<file path="config.mk">
export PLATFORM = sky130hd
export DESIGN_NAME = uart_transceiver_flat
export DESIGN_NICKNAME = d
export VERILOG_FILES = /design/src/rtl/uart_pkg.sv /design/src/rtl/uart_if.sv /design/src/rtl/uart_bit_timer.sv /design/src/rtl/uart_transceiver.sv /design/src/flat_wrapper.sv
export SDC_FILE = /design/constraint.sdc
export NUM_CORES = 1
export LEC_CHECK = 0
export ABC_AREA = 0
export CAP_MARGIN = 0
export CORE_ASPECT_RATIO = 2
export CORE_MARGIN = 4
export CORE_UTILIZATION = 58
export CTS_CLUSTER_DIAMETER = 50
export DETAILED_ROUTE_END_ITERATION = 8
export MAX_ROUTING_LAYER = met4
export PLACE_DENSITY = 0.81
export SYNTH_ARGS = -nofsm -noshare
export SYNTH_HDL_FRONTEND = slang
export SYNTH_SLANG_ARGS = --single-unit
</file>
<file path="constraint.sdc">
create_clock -name clk -period 3.1 [get_ports clk]
set_input_delay 0.62 -clock clk [delete_from_list [all_inputs] [get_ports clk]]
set_output_delay 0.62 -clock clk [all_outputs]
set_load 0.03 [all_outputs]
</file>
<file path="src/rtl/uart_pkg.sv">
// uart_pkg: state encodings and constants shared by the uart_transceiver slice.
// Build option UART_PARITY_EN adds a PARITY state to both the TX and RX FSMs.
package uart_pkg;
   localparam int DATA_BITS = 8;
   localparam int BIT_W     = $clog2(DATA_BITS);
   localparam int MIN_DIV   = 2;

   typedef enum logic [2:0] {
      TX_IDLE,
      TX_START,
      TX_DATA,
`ifdef UART_PARITY_EN
      TX_PARITY,
`endif
      TX_STOP
   } tx_state_t;

   typedef enum logic [2:0] {
      RX_IDLE,
      RX_START,
      RX_DATA,
`ifdef UART_PARITY_EN
      RX_PARITY,
`endif
      RX_STOP
   } rx_state_t;
endpackage

</file>
<file path="src/rtl/uart_if.sv">
// uart_if: host-side byte handshake and divisor configuration for uart_transceiver.
// master = host fabric, slave = transceiver.
interface uart_if #(
   parameter int DIV_W = 13
) ();
   logic [DIV_W-1:0] uart_ctrl_tx;
   logic [DIV_W-1:0] uart_ctrl_rx;
   logic             tx_start;
   logic [7:0]       tx_data;
   logic             tx_done;
   logic             rx_int;
   logic [7:0]       rx_data;

   modport master (
      output uart_ctrl_tx, uart_ctrl_rx, tx_start, tx_data,
      input  tx_done, rx_int, rx_data
   );

   modport slave (
      input  uart_ctrl_tx, uart_ctrl_rx, tx_start, tx_data,
      output tx_done, rx_int, rx_data
   );
endinterface

</file>
<file path="src/rtl/uart_bit_timer.sv">
// uart_bit_timer: bit-period down-counter with terminal-count flag.
// A load clamps and latches the divisor for the whole frame; the first period may be a
// half period (RX start-bit centering). After that it reloads a full period at every tc.
module uart_bit_timer
   import uart_pkg::*;
#(
   parameter int DIV_W = 13
) (
   input  logic             clk,
   input  logic             rst_n,
   input  logic             load,
   input  logic             load_half,
   input  logic             run,
   input  logic [DIV_W-1:0] div,
   output logic             tc
);
   logic [DIV_W-1:0] div_clamped;
   logic [DIV_W-1:0] first_len;
   logic [DIV_W-1:0] period;
   logic [DIV_W-1:0] cnt;

   assign div_clamped = (div < DIV_W'(MIN_DIV)) ? DIV_W'(MIN_DIV) : div;
   assign first_len   = load_half ? (div_clamped >> 1) : div_clamped;
   assign tc          = (cnt == '0);

   // Latch the frame's period on load, then count down and auto-reload on terminal count.
   always_ff @(posedge clk or negedge rst_n) begin
      if (!rst_n) begin
         period <= DIV_W'(MIN_DIV);
         cnt    <= '0;
      end else if (load) begin
         period <= div_clamped;
         cnt    <= first_len - DIV_W'(1);
      end else if (run) begin
         if (tc) cnt <= period - DIV_W'(1);
         else    cnt <= cnt - DIV_W'(1);
      end
   end
endmodule

</file>
<file path="src/rtl/uart_transceiver.sv">
// uart_transceiver: full-duplex UART, 8 data bits LSB first, one stop bit.
// TX and RX are independent paths, each with its own bit timer and FSM.
// Build option UART_PARITY_EN: even-parity bit after data bit 7 on both paths.
//
// state     | meaning
// TX_IDLE   | line high, waiting for tx_start
// TX_START  | driving start bit (0)
// TX_DATA   | driving data bits, LSB first
// TX_PARITY | driving even parity (UART_PARITY_EN only)
// TX_STOP   | driving stop bit (1); tx_done pulses as it ends
// RX_IDLE   | waiting for a 1->0 on the synchronized line
// RX_START  | half-period check that the start bit is real
// RX_DATA   | sampling data bits mid-bit
// RX_PARITY | sampling parity bit (UART_PARITY_EN only)
// RX_STOP   | sampling stop bit; deliver byte or drop on framing error
module uart_transceiver
   import uart_pkg::*;
#(
   parameter int DIV_W = 13
) (
   input  logic  clk,
   input  logic  rst_n,
   input  logic  rs232_rx,
   output logic  rs232_tx,
   uart_if.slave host
);
   tx_state_t            tx_state, tx_state_nxt;
   logic [DATA_BITS-1:0] tx_sh, tx_sh_nxt;
   logic [BIT_W-1:0]     tx_bit, tx_bit_nxt;
   logic                 tx_line, tx_line_nxt;
   logic                 tx_done_q, tx_done_nxt;
   logic                 tx_load, tx_run, tx_tc;

   rx_state_t            rx_state, rx_state_nxt;
   logic [DATA_BITS-1:0] rx_sh, rx_sh_nxt;
   logic [BIT_W-1:0]     rx_bit, rx_bit_nxt;
   logic [DATA_BITS-1:0] rx_data_q, rx_data_nxt;
   logic                 rx_int_q, rx_int_nxt;
   logic                 rx_load, rx_run, rx_tc;
   logic                 rx_s1, rx_s2, rx_prev, rx_fall;
`ifdef UART_PARITY_EN
   logic                 tx_par, tx_par_nxt;
   logic                 rx_par_ok, rx_par_ok_nxt;
`endif

   assign rs232_tx     = tx_line;
   assign host.tx_done = tx_done_q;
   assign host.rx_int  = rx_int_q;
   assign host.rx_data = rx_data_q;
   assign tx_run       = (tx_state != TX_IDLE);
   assign rx_run       = (rx_state != RX_IDLE);
   assign rx_fall      = rx_prev & ~rx_s2;

   uart_bit_timer #(.DIV_W(DIV_W)) u_tx_timer (
      .clk(clk), .rst_n(rst_n), .load(tx_load), .load_half(1'b0),
      .run(tx_run), .div(host.uart_ctrl_tx), .tc(tx_tc)
   );

   uart_bit_timer #(.DIV_W(DIV_W)) u_rx_timer (
      .clk(clk), .rst_n(rst_n), .load(rx_load), .load_half(1'b1),
      .run(rx_run), .div(host.uart_ctrl_rx), .tc(rx_tc)
   );

   // TX next-state: the line value is computed one cycle ahead so rs232_tx comes straight from a flop.
   always_comb begin
      tx_state_nxt = tx_state;
      tx_sh_nxt    = tx_sh;
      tx_bit_nxt   = tx_bit;
      tx_line_nxt  = tx_line;
      tx_done_nxt  = 1'b0;
      tx_load      = 1'b0;
`ifdef UART_PARITY_EN
      tx_par_nxt   = tx_par;
`endif
      case (tx_state)
         TX_IDLE: begin
            tx_line_nxt = 1'b1;
            if (host.tx_start) begin
               tx_load      = 1'b1;
               tx_sh_nxt    = host.tx_data;
               tx_bit_nxt   = '0;
               tx_line_nxt  = 1'b0;
               tx_state_nxt = TX_START;
`ifdef UART_PARITY_EN
               tx_par_nxt   = ^host.tx_data;
`endif
            end
         end
         TX_START: if (tx_tc) begin
            tx_line_nxt  = tx_sh[0];
            tx_state_nxt = TX_DATA;
         end
         TX_DATA: if (tx_tc) begin
            if (tx_bit == BIT_W'(DATA_BITS-1)) begin
`ifdef UART_PARITY_EN
               tx_line_nxt  = tx_par;
               tx_state_nxt = TX_PARITY;
`else
               tx_line_nxt  = 1'b1;
               tx_state_nxt = TX_STOP;
`endif
            end else begin
               tx_sh_nxt   = tx_sh >> 1;
               tx_line_nxt = tx_sh[1];
               tx_bit_nxt  = tx_bit + BIT_W'(1);
            end
         end
`ifdef UART_PARITY_EN
         TX_PARITY: if (tx_tc) begin
            tx_line_nxt  = 1'b1;
            tx_state_nxt = TX_STOP;
         end
`endif
         TX_STOP: if (tx_tc) begin
            tx_state_nxt = TX_IDLE;
            tx_done_nxt  = 1'b1;
         end
         default: tx_state_nxt = TX_IDLE;
      endcase
   end

   // TX state register; reset forces the line back to idle-high immediately.
   always_ff @(posedge clk or negedge rst_n) begin
      if (!rst_n) begin
         tx_state  <= TX_IDLE;
         tx_sh     <= '0;
         tx_bit    <= '0;
         tx_line   <= 1'b1;
         tx_done_q <= 1'b0;
`ifdef UART_PARITY_EN
         tx_par    <= 1'b0;
`endif
      end else begin
         tx_state  <= tx_state_nxt;
         tx_sh     <= tx_sh_nxt;
         tx_bit    <= tx_bit_nxt;
         tx_line   <= tx_line_nxt;
         tx_done_q <= tx_done_nxt;
`ifdef UART_PARITY_EN
         tx_par    <= tx_par_nxt;
`endif
      end
   end

   // Two-flop synchronizer on the async serial input, plus a delayed copy for edge detection.
   always_ff @(posedge clk or negedge rst_n) begin
      if (!rst_n) begin
         rx_s1   <= 1'b1;
         rx_s2   <= 1'b1;
         rx_prev <= 1'b1;
      end else begin
         rx_s1   <= rs232_rx;
         rx_s2   <= rx_s1;
         rx_prev <= rx_s2;
      end
   end

   // RX next-state. After a framing error IDLE needs a fresh 1->0, so a line stuck low never re-arms.
   always_comb begin
      rx_state_nxt  = rx_state;
      rx_sh_nxt     = rx_sh;
      rx_bit_nxt    = rx_bit;
      rx_data_nxt   = rx_data_q;
      rx_int_nxt    = 1'b0;
      rx_load       = 1'b0;
`ifdef UART_PARITY_EN
      rx_par_ok_nxt = rx_par_ok;
`endif
      case (rx_state)
         RX_IDLE: if (rx_fall) begin
            rx_load      = 1'b1;
            rx_bit_nxt   = '0;
            rx_state_nxt = RX_START;
         end
         RX_START: if (rx_tc) begin
            rx_state_nxt = rx_s2 ? RX_IDLE : RX_DATA;
         end
         RX_DATA: if (rx_tc) begin
            rx_sh_nxt = {rx_s2, rx_sh[DATA_BITS-1:1]};
            if (rx_bit == BIT_W'(DATA_BITS-1)) begin
`ifdef UART_PARITY_EN
               rx_state_nxt = RX_PARITY;
`else
               rx_state_nxt = RX_STOP;
`endif
            end else begin
               rx_bit_nxt = rx_bit + BIT_W'(1);
            end
         end
`ifdef UART_PARITY_EN
         RX_PARITY: if (rx_tc) begin
            rx_par_ok_nxt = (rx_s2 == ^rx_sh);
            rx_state_nxt  = RX_STOP;
         end
`endif
         RX_STOP: if (rx_tc) begin
            rx_state_nxt = RX_IDLE;
`ifdef UART_PARITY_EN
            if (rx_s2 && rx_par_ok) begin
`else
            if (rx_s2) begin
`endif
               rx_data_nxt = rx_sh;
               rx_int_nxt  = 1'b1;
            end
         end
         default: rx_state_nxt = RX_IDLE;
      endcase
   end

   // RX state register and delivered-byte holding register.
   always_ff @(posedge clk or negedge rst_n) begin
      if (!rst_n) begin
         rx_state  <= RX_IDLE;
         rx_sh     <= '0;
         rx_bit    <= '0;
         rx_data_q <= '0;
         rx_int_q  <= 1'b0;
`ifdef UART_PARITY_EN
         rx_par_ok <= 1'b0;
`endif
      end else begin
         rx_state  <= rx_state_nxt;
         rx_sh     <= rx_sh_nxt;
         rx_bit    <= rx_bit_nxt;
         rx_data_q <= rx_data_nxt;
         rx_int_q  <= rx_int_nxt;
`ifdef UART_PARITY_EN
         rx_par_ok <= rx_par_ok_nxt;
`endif
      end
   end
endmodule

</file>
<file path="src/flat_wrapper.sv">
// flat-port wrapper written by rule: the top's interface ports become plain ports
module uart_transceiver_flat import uart_pkg::*;
#(
   parameter int DIV_W = 13
)
  (clk, rst_n, rs232_rx, rs232_tx, host_uart_ctrl_tx, host_uart_ctrl_rx, host_tx_start, host_tx_data, host_tx_done, host_rx_int, host_rx_data);
  uart_if #(.DIV_W(DIV_W)) host_i ();
  input  logic clk;
  input  logic rst_n;
  input  logic rs232_rx;
  output logic rs232_tx;
  input wire logic [$bits(host_i.uart_ctrl_tx)-1:0] host_uart_ctrl_tx;
  input wire logic [$bits(host_i.uart_ctrl_rx)-1:0] host_uart_ctrl_rx;
  input wire logic [$bits(host_i.tx_start)-1:0] host_tx_start;
  input wire logic [$bits(host_i.tx_data)-1:0] host_tx_data;
  output wire logic [$bits(host_i.tx_done)-1:0] host_tx_done;
  output wire logic [$bits(host_i.rx_int)-1:0] host_rx_int;
  output wire logic [$bits(host_i.rx_data)-1:0] host_rx_data;
  assign host_i.uart_ctrl_tx = host_uart_ctrl_tx;
  assign host_i.uart_ctrl_rx = host_uart_ctrl_rx;
  assign host_i.tx_start = host_tx_start;
  assign host_i.tx_data = host_tx_data;
  assign host_tx_done = host_i.tx_done;
  assign host_rx_int = host_i.rx_int;
  assign host_rx_data = host_i.rx_data;
  uart_transceiver #(.DIV_W(DIV_W)) u_core (.clk(clk), .rst_n(rst_n), .rs232_rx(rs232_rx), .rs232_tx(rs232_tx), .host(host_i));
endmodule
</file>
## After elaboration in Yosys (flattened, before gate mapping)

Index checks and enable logic that the tools add are counted.

| operators by class | value |
|---|---|
| $add $sub $neg | 8 |
| magnitude comparators | 2 |
| equality and inequality tests | 20 |
| mux-type cells | 47 |
| bitwise gates (word level) | 2 |
| reduce and logical (&&, ||, !) cells | 18 |

Operators by type and width:

| operator | number |
|---|---|
| two-way mux 13 bit | 8 |
| subtractor 13 x 1 -> 13 bit (second input constant) | 5 |
| two-way mux 3 bit | 16 |
| logical NOT 13 bit | 2 |
| less-than comparator 13 x 2 -> 1 bit (second input constant) | 2 |
| two-way mux 8 bit | 3 |
| one-hot mux 3 bit (4 select lines) | 2 |
| inequality test 2 x 1 -> 1 bit (second input constant) | 9 |
| one-hot mux 8 bit (2 select lines) | 1 |
| two-way mux 1 bit | 13 |
| subtractor 12 x 1 -> 13 bit (second input constant) | 1 |
| == test 3 x 2 -> 1 bit (second input constant) | 4 |
| one-hot mux 3 bit (2 select lines) | 2 |
| AND reduction 5 bit | 2 |
| nonzero test 3 bit | 3 |
| AND reduction 4 bit | 2 |
| nonzero test 2 bit | 4 |
| adder 3 x 1 -> 3 bit (second input constant) | 2 |
| == test 3 x 1 -> 1 bit (second input constant) | 2 |
| == test 3 bit (second input constant) | 2 |
| logical NOT 3 bit | 2 |
| inequality test 2 bit (second input constant) | 3 |
| AND reduction 3 bit | 2 |
| one-hot mux 1 bit (3 select lines) | 1 |
| 4 further kinds | 4 |

| word-level totals | value |
|---|---|
| register bits | 94 |
| bits of input ports | 38 |
| output and inout bits | 11 |
| logic and storage cells | 114 |

## Longest topological paths before layout

Gate-level depths: netlist of run 1.

| logic depth | value |
|---|---|
| depth after elaboration | 5 |
| mapped depth | 12 |
| mapped depth without buffers | 11 |

## Modules after synthesis

From an unflattened synthesis of run 1, not the netlist that was laid out.

| unflattened totals | value |
|---|---|
| cells, all modules | 548 |
| area, all modules | 5416.4 µm² |

By module, submodules not included:

| module | times used | cells each | area each (µm²) | sequential area each (µm²) |
|---|---|---|---|---|
| uart_bit_timer | 2 | 203 | 1771.7 | 651.9 |
| uart_transceiver | 1 | 142 | 1873.0 | 1006.0 |

## Worst setup path before layout of run 1

OpenSTA, ideal clock, no wires.

| timing path | value |
|---|---|
| kind | input -> register |
| from | input port host_uart_ctrl_tx[2] |
| to | register u_core.u_tx_timer.cnt[12] |
| library setup time | 0.082 ns |
| arrival | 2.895 ns |
| required time | 3.018 ns |
| setup slack | 0.123 ns |
| stages on the path | 9 |
| buffers on the path | 0 |
| cells stage by stage | or4_4 o31ai_4 a22oi_2 inv_1 ha_1 o211ai_1 or3_1 or4_1 a31oi_1 |

| on the way | value |
|---|---|
| cells in the longest elaborated chain, start to end | 4 |

RTL lines:

| element | RTL line | text |
|---|---|---|
| from (decl) | flat_wrapper.sv:12 | `input wire logic [$bits(host_i.uart_ctrl_tx)-1:0] host_uart_ctrl_tx;` |
| less-than comparator 13 x 2 -> 1 bit | uart_bit_timer.sv:22 | `assign div_clamped = (div < DIV_W'(MIN_DIV)) ? DIV_W'(MIN_DIV) : div;` |
| two-way mux 13 bit * | uart_bit_timer.sv:22 |  |
| subtractor 13 x 1 -> 13 bit * | uart_bit_timer.sv:33 | `cnt <= first_len - DIV_W'(1);` |
| two-way mux 13 bit * | uart_bit_timer.sv:31 | `end else if (load) begin` |
| to (signal assigned) | uart_bit_timer.sv:33 |  |
| to (signal assigned) | uart_bit_timer.sv:35 | `if (tc) cnt <= period - DIV_W'(1);` |
| to (signal assigned) | uart_bit_timer.sv:36 | `else cnt <= cnt - DIV_W'(1);` |
| to (decl) | uart_bit_timer.sv:20 | `logic [DIV_W-1:0] cnt;` |

Every way passes the cells marked *; elsewhere a longest branch is shown, timed or not.
A chain may end at the register's enable or synchronous reset.

## Worst setup path after layout of run 1

| timing path | value |
|---|---|
| from | input port host_uart_ctrl_tx[9] |
| to | register u_core.u_tx_timer.cnt[9] |

The elaborated chain is that of the path after synthesis.

==> impl_metrics.csv, run 1 <==
group,metric,value,unit
run_status,status,"complete, no violations",
die,start_util,0.589,
placed_design,post_dp_cell_area,5980,um^2
power_and_ir_drop,design_power_total,5.33,mW
finish,area_growth_syn_to_layout,25.5,%
setup_path,critical_path_class,"in2reg",
timing,hold_viol_final,0,
global_routing,antenna_found_initial,0,
finish,fin_cells,761,
timing,fmax,0.334,GHz
timing,slew_viol_final,0,
finish,layout_commonest_cell,"nand2_1",
global_routing,grt_pass1_vias,4950,
finish,final_cell_mix,"nand2_1 (121), dfrtp_1 (86), buf_4 (61), nor2_1 (54), clkdlybuf4s50_1 (43)",
synth,syn_inst,567,
synth,synth.distinct_cells,70,
setup_path,start_kind,"primary input",
drt,drc_errors,0,
drt,post_drt_wl_per_cell,18.1,um
power_and_ir_drop,power_density,841,nW/um^2
global_routing,grt_first_pass_wirelength,22300,um
hold_path,hold_class,"reg2reg",
synth,yosys.area_share.adder,0.0248,
die,die_height,140,um
finish,final_nets,704,
global_routing,grt_max_degree,92,
timing,tightestPinTransition,1120,ps
die,die_w,74.0,um
synth,syn_nets,615,
setup_path,r2r_setup_slack,190,ps
synth,ys_seq_elements,92,
setup_path,worstPathMaxFanout,4,
synth,synth_top_family_by_area,"simple AND/OR/NAND/NOR gates",
timing,final.min_clock_period,3000,ps
die,die_area,10400,um^2
finish,n_fill_cell,640,
timing,worst_slack,103,ps
drt,num_vias,4815,
power_and_ir_drop,ir_worst_vdd,0.712,mV
placed_design,place_inst,743,
clock_network,cts_sinks,92,
timing,tns,0,ps
clock_network,path_clk_slew,70,ps
synth,synth_xor_area_frac,0.0121,
timing,final-setup-viol-count,0,
clock_network,htree_levels,3,
placed_design,place_ws,-323,ps
placed_design,dp.final_hpwl,10500,um
synth,synth-compound-area-share,0.180,
timing,fin_crit_sh,0.967,
drt,via_per_inst,6.33,
clock_network,holdBufCountCts,0,
die,core-area,8590,um^2
global_routing,grt.overflow.total,0,
placed_design,routabilityCongestion,1.02,
drt,drtIter0Drc,409,
finish,stdcell_area,6340,um^2
setup_path,cp.required,3320,ps
synth,synthSimpleGateAreaFrac,0.250,
setup_path,end_kind,"flip-flop",
clock_network,clock_latency,340,ps
drt,finalWirelength,13800,um
clock_network,tritoncts,"yes",
synth,yosys.area.top_type_share,0.426,
synth,yosysWarnings,0,
power_and_ir_drop,leakagePower,2.88,nW
finish,layout-drive-gt1-share,0.177,
clock_network,cts_buffer_depth,2,
synth,ys_seq_area_frac,0.457,
synth,avgSynthCellArea,8.92,um^2
job,maxCapViolCount,0,
clock_network,numCtsBuffers,9,
global_routing,grt_use_total,0.286,
synth,synth_area_leaders,"dfrtp_1 (43%), nand2_1 (9.0%), nor2_1 (4.0%), o21ai_0 (3.6%), dfstp_2 (3.1%)",
finish,antenna_cells,0,
drt,ant_nets,0,
synth,yosysTopAreaCell,"dfrtp_1",
synth,ys_async_sr_fraction,1.00,
timing,clock_skew,12.9,ps
timing,hold_ws,357,ps
finish,fin_util,0.738,
placed_design,io_buffers,48,
synth,syn_area,5050,um^2
die,ios,49,
synth,synth_edf_count,0,
die,std_cell_rows,48,
setup_path,cp_data_arrival_time,3220,ps
synth,synthFlopType,"dfrtp_1",
drt,firstDrtPassIters,5,
clock_network,cts-root-buf,"clkbuf_16",
synth,synthMuxAreaShare,0.0446,
timing,slew_headroom,0.250,
-- where the power goes --
group	switching, mW	internal, mW	total [mW]	leakage, nW
registers	0.417	1.60	2.01	1.14
clock network	0.509	0.572	1.08	0.145
logic	1.22	1.02	2.24	1.59
-- metal layers --
layer,wire (um),track usage,vias to the layer above
li1,-,-,2229
met1,4810,0.284,2320
met2,7380,0.485,187
met3,547,0.0409,79
met4,1030,0.212,0
met5,0,-,-
-- state kept, by name, summed over array words and instances (netlist names), 3 cells and up --
signal                    flops
u_core.rx_sh                  8
u_core.u_rx_timer.cnt        13
u_core.tx_bit                 3
u_core.u_rx_timer.period     13
u_core.u_tx_timer.cnt        13
u_core.u_tx_timer.period     13
u_core.host.rx_data           8
u_core.rx_bit                 3
u_core.tx_sh                  8
-- final cells by class --
| type | instances | area [um^2] | area share |
|---|---|---|---|
| well taps | 100 | 125 | 0.0197 |
| flip-flops and latches | 92 | 2310 | 0.364 |
| inverters | 11 | 41.3 | 0.00651 |
| clock inverters | 7 | 75.1 | 0.0118 |
| multi-input cells | 434 | 2630 | 0.414 |
| clock buffers | 9 | 225 | 0.0355 |
| repair buffers | 108 | 938 | 0.148 |
-- worst max-delay path, stage by stage --
cell and delay, ps:
clkdlybuf4s50_1 420, or4_4 520, o31ai_4 290, a22oi_2 100
or4_1 660, o211a_1 260, a2111o_1 330
-- repair_timing --
action	in CTS	in global routing
buffers inserted	0	2
setup endpoints to repair	0	7
resized for setup	0	10
hold endpoints to repair	0	0
-- cells in the mapped netlist (2+ instances only) --
library cell / number
dfstp_2: 6
a41oi_1: 2
o21ai_0: 36
nor4_2: 2
dfrtp_1: 86
o31ai_1: 8
nor2b_1: 2
o21a_1: 2
o2bb2ai_1: 2
o2111ai_1: 2
nand2b_1: 6
o31a_1: 2
nand3_1: 7
nor4_1: 6
and3_1: 3
inv_1: 10
nand2_1: 121
buf_1: 3
clkbuf_1: 23
o211ai_1: 9
or4_4: 3
mux2i_1: 9
a21o_1: 5
or2_2: 2
nor2_1: 54
or3_1: 4
a21oi_1: 26
a221o_1: 4
buf_2: 4
nor3_1: 17
or4_1: 5
o211a_1: 4
nor4b_1: 6
xnor2_1: 6
nand4b_1: 2
nand4_1: 11
ha_1: 10
a31oi_1: 13
mux2_2: 12
a211o_1: 2
-- path summary, 6_finish.rpt --
path	from	end	cells past startpoint
worst max-delay path	host_uart_ctrl_tx[9]	u_core.u_tx_timer.cnt[9]$_DFFE_PN0P_	7
worst min-delay path	u_core.rx_s1$_DFF_PN1_	u_core.rx_s2$_DFF_PN1_	0
worst max register to register	u_core.tx_state[0]$_DFFE_PN0P_	u_core.u_tx_timer.cnt[9]$_DFFE_PN0P_	11
worst min register to register	u_core.rx_s1$_DFF_PN1_	u_core.rx_s2$_DFF_PN1_	0
max in group asynchronous	rst_n	u_core.rx_s1$_DFF_PN1_	2
min in group asynchronous	rst_n	u_core.u_rx_timer.cnt[12]$_DFFE_PN0P_	1
-- cells by family after synthesis --
kind of cell | count (synthesis)
AO/OA/AOI/OAI | 133
XOR/XNOR | 7
adder cells (fa/ha/maj) | 10
buffers and inverters | 41
flip-flops | 92
multiplexers | 21
AND/OR/NAND/NOR | 263
Power figures use the tool's default switching activity.
==> run 2: changes to the inputs <==
--- a/config.mk
+++ b/config.mk
@@ -12,8 +12,10 @@
 export CORE_UTILIZATION = 58
 export CTS_CLUSTER_DIAMETER = 50
 export DETAILED_ROUTE_END_ITERATION = 8
+export GPL_ROUTABILITY_DRIVEN = 1
 export MAX_ROUTING_LAYER = met4
 export PLACE_DENSITY = 0.81
 export SYNTH_ARGS = -nofsm -noshare
 export SYNTH_HDL_FRONTEND = slang
 export SYNTH_SLANG_ARGS = --single-unit
+export TNS_END_PERCENT = 50
==> results of run 2 <==
Final layout, timing and power as in run 1 (identical DEF).
==> run 3: changes to the inputs <==
--- a/config.mk
+++ b/config.mk
@@ -9,12 +9,11 @@
 export CAP_MARGIN = 0
 export CORE_ASPECT_RATIO = 2
 export CORE_MARGIN = 4
-export CORE_UTILIZATION = 58
+export CORE_UTILIZATION = 30
 export CTS_CLUSTER_DIAMETER = 50
 export DETAILED_ROUTE_END_ITERATION = 8
 export GPL_ROUTABILITY_DRIVEN = 1
 export MAX_ROUTING_LAYER = met4
-export PLACE_DENSITY = 0.81
 export SYNTH_ARGS = -nofsm -noshare
 export SYNTH_HDL_FRONTEND = slang
 export SYNTH_SLANG_ARGS = --single-unit
==> run 3 against run 2 <==
  * Utilization down 35 points
  * Sequential power about the same
  * Non-clock buffer count shrank 1
  * Highest routed layer unchanged
  * Combinational power is essentially flat
==> impl_metrics.csv, run 3 (synthesized netlist as in run 1, its figures left out) <==
group,metric,value,unit
clock_network,numCtsBuffers,9,
timing,rsz0062_at_grt,"yes",
setup_path,end_kind,"flip-flop",
timing,hold_ws,311,ps
power_and_ir_drop,leakagePower,2.84,nW
finish,layout-drive-gt1-share,0.174,
clock_network,htree_levels,3,
setup_path,critical_path_class,"in2reg",
global_routing,grt_pass1_vias,4826,
clock_network,cts_sinks,92,
drt,finalWirelength,14300,um
global_routing,grt_first_pass_wirelength,23300,um
timing,fmax,0.327,GHz
clock_network,path_clk_slew,70,ps
hold_path,hold_class,"in2async",
finish,layout_commonest_cell,"nand2_1",
die,start_util,0.308,
finish,final_cell_mix,"nand2_1 (121), dfrtp_1 (86), buf_4 (58), nor2_1 (54), clkdlybuf4s50_1 (43)",
job,maxCapViolCount,0,
finish,final_nets,703,
finish,antenna_cells,0,
setup_path,cp_data_arrival_time,3320,ps
placed_design,dp.final_hpwl,11000,um
timing,clock_skew,5.64,ps
timing,hold_viol_final,0,
clock_network,clock_latency,330,ps
finish,area_growth_syn_to_layout,27.7,%
run_status,status,"complete, no violations",
clock_network,holdBufCountCts,0,
setup_path,r2r_end,"u_core.u_rx_timer.cnt[10]$_DFFE_PN0P_",
drt,firstDrtPassIters,5,
setup_path,worstRegToRegCells,10,
die,die_w,99.8,um
drt,num_vias,4635,
drt,drtIter0Drc,141,
clock_network,cts-root-buf,"clkbuf_16",
clock_network,cts_buffer_depth,2,
setup_path,r2r_setup_slack,310,ps
timing,final.min_clock_period,3060,ps
power_and_ir_drop,design_power_total,5.30,mW
global_routing,grt.overflow.total,0,
setup_path,start_kind,"primary input",
timing,tns,0,ps
drt,post_drt_wl_per_cell,16.6,um
global_routing,grt_use_total,0.158,
die,std_cell_rows,66,
die,ios,49,
global_routing,antenna_found_initial,0,
placed_design,place_inst,846,
timing,slew_viol_final,0,
setup_path,cp.required,3360,ps
die,die_area,19100,um^2
timing,final-setup-viol-count,0,
placed_design,routabilityCongestion,0.887,
setup_path,r2r-start,"u_core.rx_prev$_DFF_PN1_",
finish,fin_cells,864,
drt,drc_errors,0,
power_and_ir_drop,ir_worst_vdd,0.530,mV
clock_network,tritoncts,"yes",
power_and_ir_drop,power_density,822,nW/um^2
setup_path,worstPathMaxFanout,3,
timing,slew_headroom,0.481,
global_routing,grt_max_degree,49,
die,core-area,16400,um^2
drt,ant_nets,0,
placed_design,io_buffers,48,
timing,tightestPinTransition,776,ps
die,die_height,192,um
timing,fin_crit_sh,0.987,
drt,via_per_inst,5.36,
## run 3: cell types whose count changed in the layout (fill, tap and decap cells not counted), sizes merged
cell | previous run | this run
inv | 14 | 10
dlymetal6s2s | 4 | 0
clkinv | 3 | 5
clkinvlp | 1 | 0
dlygate4sd2 | 0 | 4
buf | 61 | 60
bufinv | 0 | 1
clkbuf | 9 | 11
## run 3: cell type report
cell class | count | area, um^2
Sequential cell | 92 | 2310
Clock inverter | 5 | 53.8
Clock buffer | 11 | 233
Fill cell | 1611 | 9980
Multi-Input combinational cell | 434 | 2620
Inverter | 11 | 41.3
Timing Repair Buffer | 107 | 941
Tap cell | 204 | 255
## run 3: worst max path at each step
stage / from / end / slack [ps] / cells past startpoint
2_1_floorplan: host_uart_ctrl_tx[2] / u_core.u_tx_timer.cnt[12]$_DFFE_PN0P_ / 120 / 9
3_3_place_gp: host_uart_ctrl_tx[2] / u_core.u_tx_timer.cnt[12]$_DFFE_PN0P_ / -330 / 10
3_5_place_dp: host_uart_ctrl_tx[2] / u_core.u_tx_timer.cnt[12]$_DFFE_PN0P_ / -380 / 10
4_1_cts: host_uart_ctrl_tx[7] / u_core.u_tx_timer.cnt[12]$_DFFE_PN0P_ / 20 / 12
5_1_grt: host_uart_ctrl_tx[7] / u_core.u_tx_timer.cnt[12]$_DFFE_PN0P_ / -70 / 12
6_report: host_uart_ctrl_tx[1] / u_core.u_tx_timer.cnt[6]$_DFFE_PN0P_ / 40 / 12
## run 3: through the flow
| stage | area (um^2) | setup WS (ps) | utilization |
|---|---|---|---|
| 2_1_floorplan | 5050 | 123 | - |
| 3_3_place_gp | 6130 | -328 | 0.373 |
| 3_5_place_dp | 6130 | -379 | 0.373 |
| 4_1_cts | 6440 | 22.4 | 0.392 |
| 5_1_grt | 6450 | -66.1 | 0.393 |
| 6_report | 6450 | 39.6 | 0.393 |
## run 3: repair_timing
item / 4_1_cts / 5_1_grt
cloned: 0 / 0
setup buffers: 2 / 0
pin swaps: 9 / 1
hold endpoints to repair: 0 / 0
setup endpoints to repair: 1 / 6
resized for setup: 6 / 4
## run 3: per-layer routing
| metal | share of wire | vias to the layer above | GRT usage |
|---|---|---|---|
| met1 | 0.34 | 2197 | 0.147 |
| met3 | 0.038 | 63 | 0.0229 |
| met4 | 0.078 | 0 | 0.117 |
| li1 | - | 2224 | - |
| met2 | 0.54 | 151 | 0.286 |
| met5 | 0 | - | - |
## run 3: worst max-delay path, cell delays in order
cell and delay (ps):
clkdlybuf4s50_1 430, or4_4 550, o311a_2 440, a21oi_2 130, inv_1 60, ha_2 180
o211ai_1 130, buf_4 150, buf_4 110, nor2_1 50, a221o_1 310, a31oi_1 160
## run 3: where the power goes
part | internal, mW | switching [mW] | total [mW]
sequential | 1.60 | 0.410 | 2.01
clock | 0.623 | 0.460 | 1.08
combinational | 1.01 | 1.20 | 2.21
total | 3.23 | 2.07 | 5.30
